File: src/rtl/serial_adder_seq.sv
// rtl/serial_adder_seq.sv - bit-serial adder, one bit per clock, LSB first
// Optional build macro SERIAL_ADDER_SUB_EN adds a 'sub' input for a-b via two's complement.

module serial_adder_seq #(
  parameter int W = 8
) (
  input  logic         clk,
  input  logic         rst_n,
  input  logic         in_valid,
  output logic         in_ready,
  input  logic [W-1:0] a,
  input  logic [W-1:0] b,
  input  logic         cin,
`ifdef SERIAL_ADDER_SUB_EN
  input  logic         sub,
`endif
  output logic         out_valid,
  input  logic         out_ready,
  output logic [W-1:0] sum,
  output logic         cout,
  output logic         busy
);

  localparam int CW = $clog2(W) + 1;
  localparam logic [CW-1:0] LAST = CW'(W - 1);

  typedef enum logic [1:0] {
    IDLE = 2'd0,
    RUN  = 2'd1,
    DONE = 2'd2
  } state_t;

  state_t        state;
  logic [W-1:0]  a_sh;
  logic [W-1:0]  b_sh;
  logic          carry;
  logic [CW-1:0] cnt;

  logic          bit_s;
  logic          carry_next;
  logic [W-1:0]  sum_next;
  logic [W-1:0]  b_load;
  logic          carry_load;

  // Single-bit full adder on the current LSBs.
  always_comb begin
    bit_s      = a_sh[0] ^ b_sh[0] ^ carry;
    carry_next = (a_sh[0] & b_sh[0]) | (b_sh[0] & carry) | (carry & a_sh[0]);
  end

  // Subtraction is a + ~b + 1; cin is ignored in that mode.
  always_comb begin
`ifdef SERIAL_ADDER_SUB_EN
    b_load     = sub ? ~b : b;
    carry_load = sub ? 1'b1 : cin;
`else
    b_load     = b;
    carry_load = cin;
`endif
  end

  generate
    if (W == 1) begin : g_sum_w1
      assign sum_next = bit_s;
    end else begin : g_sum_wn
      assign sum_next = {bit_s, sum[W-1:1]};
    end
  endgenerate

  always_ff @(posedge clk) begin
    if (!rst_n) begin
      state     <= IDLE;
      a_sh      <= '0;
      b_sh      <= '0;
      carry     <= 1'b0;
      cnt       <= '0;
      sum       <= '0;
      cout      <= 1'b0;
      out_valid <= 1'b0;
      busy      <= 1'b0;
      in_ready  <= 1'b1;
    end else begin
      case (state)
        IDLE: begin
          if (in_valid) begin
            a_sh     <= a;
            b_sh     <= b_load;
            carry    <= carry_load;
            cnt      <= '0;
            sum      <= '0;
            in_ready <= 1'b0;
            busy     <= 1'b1;
            state    <= RUN;
          end
        end
        RUN: begin
          carry <= carry_next;
          sum   <= sum_next;
          a_sh  <= a_sh >> 1;
          b_sh  <= b_sh >> 1;
          cnt   <= cnt + CW'(1);
          if (cnt == LAST) begin
            cout      <= carry_next;
            out_valid <= 1'b1;
            busy      <= 1'b0;
            state     <= DONE;
          end
        end
        DONE: begin
          // Result stays on sum/cout after the handshake until the next load.
          if (out_ready) begin
            out_valid <= 1'b0;
            in_ready  <= 1'b1;
            state     <= IDLE;
          end
        end
        default: state <= IDLE;
      endcase
    end
  end

endmodule

File: config.mk
export PLATFORM = sky130hd
export DESIGN_NAME = serial_adder_seq
export DESIGN_NICKNAME = d
export VERILOG_FILES = /design/src/rtl/serial_adder_seq.sv
export SDC_FILE = /design/constraint.sdc
export NUM_CORES = 1
export LEC_CHECK = 0
export ABC_CLOCK_PERIOD_IN_PS = 1400
export BUFFER_PORTS_ARGS = -buffer_cell sky130_fd_sc_hd__buf_4
export CAP_MARGIN = 25
export CORE_MARGIN = 2
export CORE_UTILIZATION = 45
export DETAILED_ROUTE_END_ITERATION = 8
export PLACE_DENSITY = 0.71
export SYNTH_ARGS = -nofsm -noshare
export SYNTH_HDL_FRONTEND = slang
export SYNTH_SLANG_ARGS = --single-unit
File: constraint.sdc
create_clock -name clk -period 1.4 [get_ports clk]
set_clock_uncertainty 0.2 [all_clocks]
set_input_delay 0.07 -clock clk [delete_from_list [all_inputs] [get_ports clk]]
set_output_delay 0.07 -clock clk [all_outputs]
set_load 0.1 [all_outputs]
# [Word-level counts from Yosys, hierarchy flattened]
# Cells that the tools add are included.
[classes] n_bitwise=7 n_addsub=1 n_reduce_logical=10 muxes=23 n_eq_ne=6
[op_table] operator="$pmux W8 S2" count=3
[op_table] operator="$mux W8" count=3
[op_table] operator="$reduce_and A3 Y1" count=4
[op_table] operator="$pmux W1 S2" count=4
[op_table] operator="$pmux W4 S2" count=1
[op_table] operator="$mux W1" count=7
[op_table] operator="$mux W2" count=3
[op_table] operator="$ne A2 B2 Y1 const B" count=3
[op_table] operator="$pmux W2 S3" count=1
[op_table] operator="$reduce_bool A2 Y1" count=3
[op_table] operator="$add A4 B1 Y4 const B" count=1
[op_table] operator="$eq A4 B3 Y1 const B" count=1
[op_table] operator="$mux W4" count=1
[op_table] operator="$reduce_and A2 Y1" count=2
[op_table] operator="$and A1 B1 Y1" count=3
[op_table] operator="$eq A2 B1 Y1 const B" count=1
[op_table] operator="$eq A2 B2 Y1 const B" count=1
[op_table] operator="$logic_not A2 Y1" count=1
[op_table] operator="$or A1 B1 Y1" count=2
[op_table] operator="$xor A1 B1 Y1" count=2
[word_totals] inputBits=21 reg_bits=35 elab_cells=57

# [Logic depth before layout (Yosys ltp)]
[depth] word_depth=4 depth_mapped=6

# [Worst setup path before layout]
# No wires, ideal clock.
[synth_path] path_type="register -> register" start="register busy (netlist name)" end="register busy" setup_slack_ns=-0.254 path_buffers=0 stages_incl_launch_ff=3 arrival_time_ns=1.339 required_ns=1.085 path_cell_list="dfxtp_1 -> inv_1 -> a2111oi_0"
[synth_lines] item="to (signal assigned)" line="80" text="busy <= 1'b0;"
[synth_lines] item="to (signal assigned)" line="92" text="busy <= 1'b1;"
[synth_lines] item="to (signal assigned)" line="105" text="busy <= 1'b0;"
[synth_lines] item="to (decl)" line="21" text="output logic busy"

# [Final worst setup path]
[layout_path] start="register state[0]" end="register a_sh[0]"
[layout_via] elab_chain_len=3
[layout_rtl] item="from (decl)" line="33" text="state_t state;"
[layout_rtl] item="from (signal assigned)" line="72" text="state <= IDLE;"
[layout_rtl] item="from (signal assigned)" line="93" text="state <= RUN;"
[layout_rtl] item="from (signal assigned)" line="106" text="state <= DONE;"
[layout_rtl] item="$eq A2 B1 Y1 or $logic_not A2 Y1 (tied branches)" line="83" text="case (state)"
[layout_rtl] item="$reduce_bool A2 Y1 (no source line) or $ne A2 B2 Y1 (tied branches)"
[layout_rtl] item="$reduce_and A2 Y1 (no source line)"
[layout_rtl] item="to (signal assigned)" line="99" text="a_sh <= a_sh >> 1;"
[layout_rtl] item="to (decl)" line="34" text="logic [W-1:0] a_sh;"
# Parallel ways exist; a longest one is shown, timed or not.
# A chain may end at the register's enable or synchronous reset.

==> impl_metrics.json <==
{
  "cts_tree": "done",
  "via_per_inst": 5.36,
  "status": "finished, violations left",
  "insertion_delay_ps": 330,
  "max_freq_mhz": 698,
  "critical_path_class": "reg -> reg",
  "wl_per_cell_um": 14.6,
  "wl_um": 4010,
  "nFillCells": 246,
  "dr_total_vias": 1474,
  "clkTransAtPathRegs_ps": 100,
  "cts-htree-levels": 2,
  "setup_slack_ps": -33.2,
  "drt_iter0_markers": 40,
  "maxSlewViolCount": 0,
  "worstPathRequired_ps": 1420,
  "maxCapViolCount": 0,
  "cp_max_fo": 6,
  "ys_seq_elements": 35,
  "grt_usage_pct": 22.7,
  "port_buffers": 32,
  "final_area_mm2": 0.00220,
  "clock_sinks": 35,
  "cts_root_buffer": "clkbuf_4",
  "place.gp.congestion": 0.800,
  "drive_above_1_share_pct": 38.1,
  "grt_pass1_vias": 1427,
  "placed_area_mm2": 0.00180,
  "seq_area_frac_synth_pct": 48.3,
  "setup_viol": 4,
  "hold_path_class": "reg -> reg",
  "dp_slack_ps": -118,
  "period_minus_slack_ps": 1430,
  "syn_inst": 166,
  "syn-cell-area_mm2": 0.00145,
  "drc_errors": 0,
  "die_w_um": 60.8,
  "fin_tns_setup_ps": -86.7,
  "antenna_left": 0,
  "cp-end-kind": "flip-flop",
  "p_leak_nw": 0.907,
  "period_share_pct": 102,
  "nets": 253,
  "clk_path_buf_depth": 2,
  "cp.arrival_ps": 1460,
  "synthToLayoutAreaGrowth_pct": 51.5,
  "n_antenna_cell": 0,
  "coreArea_mm2": 0.00305,
  "utilization_pct": 72.0,
  "initial_core_util_pct": 47.5,
  "rsz0062_at_grt": "yes",
  "finalHoldViolCount": 0,
  "dieArea_mm2": 0.00370,
  "syn_nets": 189,
  "worstMarginPinSlew_ps": 364,
  "drt_first_pass_iters": 4,
  "avgSynthCellArea_um2": 8.74,
  "slew_headroom_pct": 75.7,
  "row_count": 20,
  "io-pin-count": 33,
  "violations": "negative setup slack",
  "grt_first_pass_wirelength_um": 6150,
  "p_per_area_mw_per_mm2": 933,
  "grt_max_degree": 20,
  "yosysWarningCount": 0,
  "vdd_drop_max_v": 0.000681,
  "synth.distinct_cells": 33,
  "overflow": 0,
  "numCtsBuffers": 5,
  "die_h_um": 60.8,
  "cp-start-kind": "flip-flop",
  "grt_antenna_before_repair": 0,
  "dp_hpwl_um": 2310
}
==> logic make-up after synthesis <==
family                     count (synthesis)  synth area share, %
AOI/OAI and AO/OA                         65                 28.1
adders and majority gates                  2                 2.24
muxes                                      1                0.690
and+or+nand+nor                           45                 13.8
DFF                                       35                 48.3
buffers and inverters                     18                 6.90
==> worst max-delay path, cell delays in order (launching register included) <==
cell	delay (ps)
dfxtp_4	390
buf_6	120
nand2b_2	120
buf_4	150
nand2_1	70
a221oi_2	260
==> placed cells by master, fill, tap and decap left out, drive strengths merged, types with 6 or more instances in the layout <==
| master | synthesis | final |
|---|---|---|
| buf | 10 | 49 |
| dfxtp | 35 | 35 |
| a21oi | 27 | 27 |
| dlygate4sd3 | 0 | 20 |
| nand2 | 18 | 18 |
| nor2 | 14 | 14 |
| o21ai | 13 | 13 |
| a22oi | 10 | 10 |
| clkbuf | 2 | 7 |
| inv | 6 | 6 |
==> sequential cells by signal (all words and copies together), names as in the netlist <==
signal	cells
a_sh	8
b_sh	8
busy	1
carry	1
cnt	4
cout	1
in_ready	1
out_valid	1
state	2
sum	8
==> cell usage after synthesis <==
cell | number | area [um2]
dfxtp_1 | 35 | 701
a21oi_1 | 27 | 135
nand2_1 | 18 | 67.6
nor2_1 | 14 | 52.6
o21ai_0 | 13 | 65.1
a22oi_1 | 10 | 75.1
buf_2 | 5 | 25.0
inv_1 | 5 | 18.8
a221oi_1 | 3 | 26.3
buf_4 | 3 | 22.5
nand2b_1 | 3 | 18.8
o21a_1 | 3 | 22.5
a31oi_1 | 2 | 12.5
buf_6 | 2 | 22.5
clkbuf_1 | 2 | 7.51
nand3_1 | 2 | 10.0
nor2b_1 | 2 | 12.5
nor3_1 | 2 | 10.0
a2111oi_0 | 1 | 8.76
a211oi_1 | 1 | 7.51
a21boi_0 | 1 | 7.51
a2bb2oi_1 | 1 | 8.76
and3_1 | 1 | 6.26
fa_1 | 1 | 20.0
ha_1 | 1 | 12.5
inv_2 | 1 | 3.75
mux2i_1 | 1 | 10.0
nand4b_1 | 1 | 8.76
nor3b_1 | 1 | 7.51
o211a_1 | 1 | 10.0
o21ba_2 | 1 | 10.0
o21bai_4 | 1 | 18.8
or3_1 | 1 | 6.26
==> area by class of cell <==
cell class	instances	area [um2]	share of cell area, %
multi-input cells	113	738	33.6
flip-flops and latches	35	727	33.1
repair buffers	69	603	27.4
well taps	44	55.1	2.50
clock buffers	7	45.0	2.05
inverters	6	25.0	1.14
clock inverters	1	5.00	0.228
==> metal layers <==
metal,wire length [um],vias up,part of all wire [%],global-route usage (%)
met1,1650,702,41,27.2
met2,2080,45,52,39.2
met3,187,11,4.7,4.90
met4,96,0,2.4,9.94
li1,-,716,-,-
met5,0,-,0,0
==> report_power, final <==
part / switching [mW] / internal [mW]
Sequential: 0.0389 / 1.05
Clock: 0.307 / 0.196
Combinational: 0.243 / 0.216
==> metrics by stage <==
step                hold slack (ps)  cells  total power, mW
CTS                             262    271             2.02
global placement                107    243             1.45
finish                          260    275             2.05
floorplan                      3.63    166             1.34
detailed placement              116    243             1.46
global route                    296    275             2.17
==> timing repair <==
item | 4_1_cts | 5_1_grt
hold buffers | 20 | 0
endpoints found under the hold margin | 24 | 0
cloned | 0 | 0
pin swaps | 2 | 7
buffers inserted | 0 | 4
gates resized for setup | 11 | 21
endpoints found under the setup margin | 29 | 28
==> final timing paths <==
kind / startpoint / end / slack (ps) / depth (start not counted)
max: state[0] / a_sh[0] / -30 / 5
max reg2reg: state[0] / a_sh[0] / -30 / 5
min reg2reg: cout / cout / 260 / 2
min: cout / cout / 260 / 2
(Power assumes the default switching activity.)
